### src/rtl/jtdsp16_do_seq_pkg.sv
// jtdsp16_do_seq_pkg: sequencer states and do_data field positions
package jtdsp16_do_seq_pkg;
  typedef enum logic [1:0] {IDLE = 2'd0, FILL = 2'd1, REPLAY = 2'd2} state_t;
  localparam int NI_MSB = 10;
  localparam int NI_LSB = 7;
endpackage

### src/rtl/jtdsp16_cache_ram.sv
// jtdsp16_cache_ram: DEPTH x 16 loop cache, cen-gated sync write, async read
module jtdsp16_cache_ram #(
  parameter int DEPTH = 15,
  parameter int AW    = 4
) (
  input  logic          clk,
  input  logic          cen,
  input  logic          we,
  input  logic [AW-1:0] waddr,
  input  logic [15:0]   din,
  input  logic [AW-1:0] raddr,
  output logic [15:0]   dout
);
  logic [15:0] mem_q [DEPTH];
  always_ff @(posedge clk)
    if (cen && we) mem_q[waddr] <= din;
  assign dout = mem_q[raddr];
endmodule

### src/rtl/jtdsp16_do_seq.sv
// jtdsp16_do_seq: do/redo loop sequencer; define JTDSP16_REDO_EN to enable redo replay
module jtdsp16_do_seq
  import jtdsp16_do_seq_pkg::*;
#(
  parameter int DEPTH = 15,
  parameter int AW    = 4,
  parameter int CNTW  = 7
) (
  input  logic            clk,
  input  logic            rst,
  input  logic            cen,
  input  logic            do_start,
  input  logic [10:0]     do_data,
  input  logic            fetch,
  input  logic [15:0]     rom_dout,
  output logic [15:0]     cache_dout,
  output logic            cache_en,
  output logic            pc_hold,
  output logic            busy,
  output logic            no_int,
  output logic            err,
  output logic [CNTW-1:0] k_left
);
  state_t          st_q, st_d;
  logic [3:0]      ni_q, ni_d;
  logic [AW-1:0]   wptr_q, wptr_d, rptr_q, rptr_d;
  logic [CNTW-1:0] k_q, k_d;
  logic            err_q, err_d, valid_q, valid_d;
  logic [3:0]      ni;
  logic [CNTW-1:0] k_in;
  logic            last_w, last_r, we;
  logic [15:0]     rd;
  assign ni     = do_data[NI_MSB:NI_LSB];
  assign k_in   = do_data[CNTW-1:0];
  assign last_w = wptr_q == AW'(ni_q - 4'd1);
  assign last_r = rptr_q == AW'(ni_q - 4'd1);
  // a reset cycle must not land a stray write from an aborted fill
  assign we     = fetch && st_q == FILL && !rst;
  always_comb begin
    st_d    = st_q;
    ni_d    = ni_q;
    wptr_d  = wptr_q;
    rptr_d  = rptr_q;
    k_d     = k_q;
    valid_d = valid_q;
    err_d   = cen ? 1'b0 : err_q;
    if (cen && do_start) begin
      if (st_q != IDLE) err_d = 1'b1;
      else if (ni == 4'd0) begin
`ifdef JTDSP16_REDO_EN
        if (valid_q && k_in != '0) begin
          st_d   = REPLAY;
          k_d    = k_in - CNTW'(1);
          rptr_d = '0;
        end else err_d = 1'b1;
`else
        err_d = 1'b1;
`endif
      end else if (int'(ni) > DEPTH || k_in == '0) err_d = 1'b1;
      else begin
        st_d    = FILL;
        ni_d    = ni;
        k_d     = k_in - CNTW'(1);
        wptr_d  = '0;
        valid_d = 1'b0;
      end
    end
    if (cen && fetch && st_q == FILL) begin
      wptr_d = last_w ? '0 : wptr_q + AW'(1);
      if (last_w) begin
        valid_d = 1'b1;
        rptr_d  = '0;
        st_d    = k_q != '0 ? REPLAY : IDLE;
        k_d     = k_q != '0 ? k_q - CNTW'(1) : k_q;
      end
    end
    // k_left counts passes still to run after the one being replayed
    if (cen && fetch && st_q == REPLAY) begin
      rptr_d = last_r ? '0 : rptr_q + AW'(1);
      if (last_r) begin
        st_d = k_q != '0 ? REPLAY : IDLE;
        k_d  = k_q != '0 ? k_q - CNTW'(1) : k_q;
      end
    end
  end
  always_ff @(posedge clk)
    if (rst) begin
      st_q    <= IDLE;
      ni_q    <= '0;
      wptr_q  <= '0;
      rptr_q  <= '0;
      k_q     <= '0;
      err_q   <= 1'b0;
      valid_q <= 1'b0;
    end else begin
      st_q    <= st_d;
      ni_q    <= ni_d;
      wptr_q  <= wptr_d;
      rptr_q  <= rptr_d;
      k_q     <= k_d;
      err_q   <= err_d;
      valid_q <= valid_d;
    end
  jtdsp16_cache_ram #(.DEPTH(DEPTH), .AW(AW)) u_ram (
    .clk(clk), .cen(cen), .we(we), .waddr(wptr_q), .din(rom_dout),
    .raddr(rptr_q), .dout(rd)
  );
  assign busy       = st_q != IDLE;
  assign no_int     = busy;
  assign cache_en   = st_q == REPLAY;
  assign pc_hold    = cache_en;
  assign cache_dout = cache_en ? rd : '0;
  assign err        = err_q;
  assign k_left     = k_q;
endmodule

### config.mk
export PLATFORM = sky130hd
export DESIGN_NAME = jtdsp16_do_seq
export DESIGN_NICKNAME = d
export VERILOG_FILES = /design/src/rtl/jtdsp16_do_seq_pkg.sv /design/src/rtl/jtdsp16_cache_ram.sv /design/src/rtl/jtdsp16_do_seq.sv
export SDC_FILE = /design/constraint.sdc
export NUM_CORES = 1
export LEC_CHECK = 0
export CAP_MARGIN = 0
export CORE_MARGIN = 4
export CORE_UTILIZATION = 45
export DETAILED_ROUTE_END_ITERATION = 10
export PLACE_DENSITY_LB_ADDON = 0.3
export SLEW_MARGIN = 20
export SYNTH_ARGS = -nofsm -noshare
export SYNTH_HDL_FRONTEND = slang
export SYNTH_SLANG_ARGS = --single-unit
### constraint.sdc
create_clock -name clk -period 3.6 [get_ports clk]
set_input_delay 0.72 -clock clk [delete_from_list [all_inputs] [get_ports clk]]
set_output_delay 0.72 -clock clk [all_outputs]
set_load 0.02 [all_outputs]
* Word level (Yosys, flattened, before mapping)
Memory sizes are Yosys's and may differ from the RTL's. A register that Yosys moved wholly into a read port is not among the register bits.
Index checks and enable logic that the tools add are counted.
** Word-level totals
- Memories :: 1
- Logic and storage cells :: 78
- Bits in writable memories :: 240
- Register bits :: 22
** Cells by class
- Bitwise logic cells :: 3
- Equality and inequality tests :: 7
- Reduce and logical (&&, ||, !) cells :: 18
- $add $sub $neg :: 5
- Muxes and demuxes :: 38
** Memory list
- u_ram.mem_q :: depth 15, bits a word 16, read ports 1, clocked after Yosys merged registers in 1, write ports 1, line jtdsp16_cache_ram.sv:14 : logic [15:0] mem_q [DEPTH];
** Operator list (count)
- $mux 7 :: 9
- $mux 4 :: 12
- $mux 2 :: 9
- $mux 16 :: 1
- $sub 7x1->7 const B :: 2
- $add 4x1->4 const B :: 2
- $eq 4x4->1 :: 2
- $reduce_and 4->1 :: 2
- $reduce_bool 2->1 :: 4
- $logic_and 1x1->1 :: 7
- $logic_not 7->1 :: 1
- $mux 1 :: 7
- $reduce_bool 7->1 :: 1
- $ne 2x1->1 const B :: 3
- $logic_not 4->1 :: 1
- $sub 4x1->4 const B :: 1
- $not 1->1 :: 3
- $eq 2x1->1 const B :: 1
- $eq 2x2->1 const B :: 1
- $reduce_and 2->1 :: 1
- $logic_not 1->1 :: 1

* Longest topological paths before layout
- Depth in word-level cells :: 9
- Depth in mapped cells :: 8
- Gate-level depth less buffers :: 7

* Modules after synthesis
A second synthesis with hierarchy kept.
** Unflattened totals
- Cell total of the unflattened synthesis :: 643
- Area, all modules :: 10924.2 sq um
** By module, submodules not included
- jtdsp16_cache_ram :: sequential area each 7206.9 sq um, instances 1, cells each 453, area each 9258.9 sq um
- jtdsp16_do_seq :: sequential area each 440.4 sq um, instances 1, cells each 190, area each 1665.3 sq um

* Least setup slack after synthesis
Ideal clock, no wire load.
- Path type :: input-to-reg
- Start :: input port rst
- End :: memory u_ram.mem_q[2][0], enable pin
- Data arrival time :: 2369 ps
- Stages on the path :: 4
- Required time :: 3191 ps
- Path buffers :: 1
- Setup slack :: 821 ps
- Path through :: clkbuf_1 -> nor2_1 -> nand2_1 -> nor3_1
** On the way
- Longest elaborated chain between the ends :: 5
** Ends and longest elaborated chain
- from (decl) :: line jtdsp16_do_seq.sv:10 : input logic rst,
- $logic_not 1->1 :: line jtdsp16_do_seq.sv:38 : assign we = fetch && st_q == FILL && !rst;
- $logic_and 1x1->1 :: line jtdsp16_do_seq.sv:38
- $logic_and 1x1->1 :: line jtdsp16_cache_ram.sv:16 : if (cen && we) mem_q[waddr] <= din;
- $mux 1 :: line jtdsp16_cache_ram.sv:16
- $mux 1 (implied by the code) :: line jtdsp16_cache_ram.sv:16
- to (decl) :: line jtdsp16_cache_ram.sv:14
No other way between the ends.

==> run summary <==
Hold Crit Depth -> 1
Syn. warnings -> 0
Gr usage total -> 0.171
Via density per instance -> 5.52
Sequential share of power -> 0.536
Simple-gate portion of the synthesized area -> 0.0539
Peak Freq -> 0.287 GHz
R2R setup slack -> 1.13 ns
Syn Nets -> 636
Startpoint Class -> flip-flop
Hold buffers post-CTS -> 0
Synth Area in Adders -> 0.0113
Mapped Avg Cell Area -> 18.6 um^2
DRT iter0 DRCs -> 449
Filler cell count -> 1898
Congestion Overflow GR -> 0
Clock skew -> 0.0138 ns
Final Critical Period -> 3.49 ns
GRT Max-Usage Layer -> met2
Compound-Gate Fraction of Synth Area -> 0.0264
Hold slack final -> 0.527 ns
Combinational share of power -> 0.034
Sum of buffers and inverters on the critical path -> 2
Clk root buf -> clkbuf_16
Post-layout util -> 0.543
Post-synthesis mux area share -> 0.169
Critical path capture point type -> output pin
Remaining antenna violation count -> 0
Sequential element share of the synthesized area -> 0.700
Initial Util -> 0.455
Placeable Area -> 24200 um^2
1st-pass router iterations -> 7
Top_reg_cell synth -> edfxtp_1
Skew-Pair Late Insertion Delay -> 0.54 ns
Seq cells post-synth -> 266
DR DRC count -> 0
Max-Cap Viols -> 0
Cell internal pwr -> 5.08 mW
Routed WL -> 22800 um
I/O Pins -> 60
Slowest Stage Delay on Critical Path -> 0.54 ns
Worst slew pin tran -> 0.576 ns
Clock Tree Buf Depth -> 3
Sink Count -> 266
First-pass GRT wire length -> 35000 um
CP max-delay cell -> mux4_1
Largest family of logic cells by synthesized area -> multiplexers
Tcrit/Tclk final -> 0.969
Pleak -> 4.33 nW
Worst slew margin -> 0.615
IO Port Bufs -> 59
Critical path required time -> 2.88 ns
Via count -> 5737
Commonest non-fill, non-tap cell in the layout -> edfxtp_1
Nets@finish -> 737
Die Footprint -> 27100 um^2
Switching share of power -> 0.195
PnR worst setup slack -> 0.111 ns
Top delay family on crit path -> multiplexers
GR Util met1 -> 0.238
Outcome -> complete, no violations
Met3 Usage GRT -> 0.0247
PD cells -> 480 nW/um^2
Grt met2 use -> 0.287
Post-synthesis xor/xnor area fraction -> 0.0178
Switch Pwr -> 1.23 mW
Worst-path clk slew -> 0.06 ns
Netlist cell types -> 51
Die Ht -> 165 um
Final Setup Violations -> 0
Final GP Congestion -> 0.791
Initial antenna violation count -> 0
Setup TNS -> 0 ns
Pins over their slew limit -> 0
Async SR Flop Fraction -> 0
Part of the power in the clock network -> 0.430
RSZ-0062 raised after global routing -> false
Row cnt -> 57
Dpl ws -> 0.396 ns
Drt wl/cell -> 21.9 um
Post-Syn Instances -> 594
Cell Area, Synth -> 11000 um^2
Critical path class -> flip-flop to output pin
CTS Buf Count -> 27
CTS H-tree lvls -> 1
Worst path cell trace -> bufbuf_16, mux4_1, mux4_2, and2_1, dlygate4sd2_1
Vias in the first global route -> 5880
Maximum fanout along the worst path -> 10
Arr. time, crit path -> 2.77 ns
Final Hold Viols -> 0
Worst reg2reg path depth -> 5
P&R area growth vs syn -> 19.2%
Maximum vdd drop -> 0.000336 V
EDFF count, synth -> 240
HPWL after DPL -> 14300 um
Hold Crit Class -> flip-flop to flip-flop
Layout cells sized above 1 -> 0.166
Crit path depth -> 5
CTS tree -> done
Most frequent cells in the layout -> edfxtp_1 (240), clkdlybuf4s50_1 (43), mux4_1 (39)
Die W -> 165 um
Antenna Diode Count -> 0
Pin count of the biggest net entering global routing -> 31
[power groups by stage]
stage / Combinational [mW] / Sequential, mW / Clock [mW]
3_5_place_dp: 0.212 / 3.45 / 0
3_3_place_gp: 0.202 / 3.45 / 0
2_1_floorplan: 0.0978 / 3.46 / 0
5_1_grt: 0.233 / 3.39 / 2.90
4_1_cts: 0.213 / 3.39 / 2.78
6_report: 0.212 / 3.39 / 2.72
[worst paths after layout]
path / startpoint / endpoint
max: flip-flop / cache_dout[13]
min: rptr_q[2] / flip-flop
max reg2reg: wptr_q[2] / k_left[6]
min reg2reg: rptr_q[2] / flip-flop
[cell type report]
| class | instances | area (um^2) | area share |
|---|---|---|---|
| Inverter | 13 | 48.8 | 0.00371 |
| Sequential cell | 266 | 7730 | 0.587 |
| Multi-Input combinational cell | 285 | 3100 | 0.236 |
| Tap cell | 324 | 405 | 0.0308 |
| Clock inverter | 11 | 118 | 0.00893 |
| Timing Repair Buffer | 102 | 1000 | 0.0760 |
| Clock buffer | 38 | 758 | 0.0576 |
[timing repair]
| action | CTS | global route |
|---|---|---|
| resized for setup | 18 | 0 |
| buffers inserted | 1 | 0 |
| setup endpoints to repair | 16 | 0 |
| hold endpoints to repair | 0 | 0 |
[synthesized netlist by cell type, types with 2 or more instances]
| library cell | count | area share |
|---|---|---|
| buf_2 | 4 | 0.0018 |
| a211oi_1 | 3 | 0.0020 |
| o2bb2ai_1 | 2 | 0.0016 |
| buf_6 | 4 | 0.0041 |
| mux4_1 | 39 | 0.093 |
| nor2_1 | 32 | 0.011 |
| nand3_1 | 3 | 0.0014 |
| dfxtp_1 | 26 | 0.047 |
| buf_8 | 3 | 0.0041 |
| ha_1 | 10 | 0.011 |
| clkbuf_1 | 16 | 0.0054 |
| mux2_4 | 2 | 0.0027 |
| xor2_1 | 4 | 0.0032 |
| a21oi_1 | 8 | 0.0036 |
| edfxtp_1 | 240 | 0.65 |
| mux4_2 | 25 | 0.051 |
| nand4b_1 | 2 | 0.0016 |
| o21ai_0 | 22 | 0.010 |
| nand2_1 | 32 | 0.011 |
| buf_4 | 2 | 0.0014 |
| o31ai_1 | 3 | 0.0020 |
| nand2b_1 | 4 | 0.0023 |
| mux2i_1 | 25 | 0.023 |
| and2_1 | 16 | 0.0091 |
| nor3_1 | 11 | 0.0050 |
| xor3_1 | 2 | 0.0043 |
| or4_1 | 3 | 0.0020 |
| a211o_1 | 2 | 0.0016 |
| inv_1 | 13 | 0.0044 |
| xnor2_1 | 13 | 0.010 |
| o211ai_1 | 2 | 0.0014 |
| nor4_1 | 2 | 0.0011 |
[metrics by stage]
| stage | power, mW | instances | cell area (um^2) |
|---|---|---|---|
| final | 6.32 | 1039 | 13200 |
| after CTS | 6.38 | 1039 | 13200 |
| after global routing | 6.52 | 1039 | 13200 |
| after detailed placement | 3.66 | 988 | 12300 |
| after floorplan | 3.55 | 594 | 11000 |
| after global placement | 3.65 | 988 | 12300 |
[per-layer routing]
layer / part of all wire / wire length, um
met4: 0.017 / 396
met5: 0 / 0
met2: 0.50 / 11300
met3: 0.051 / 1170
met1: 0.43 / 9900
[cells by family after synthesis]
family | after synthesis
flops | 266
simple gates | 117
mux | 91
compound gates | 48
buf+inv | 43
xor+xnor | 19
fa+ha+maj | 10
[worst reg2reg max path: stages, from the launching register on]
cell and delay, ns:
dfxtp_1 0.60, xor3_1 0.53, nor4_2 0.31, and2_4 0.22, or2_1 0.36, mux2_4 0.34
[registers in the layout, indices dropped and copies added, names as in the netlist, named ones only]
signal,count
err,1
k_left,7
ni_q,4
rptr_q,4
st_q,2
u_ram.mem_q,240
wptr_q,4
No activity file was read; power rests on OpenSTA's default activity.
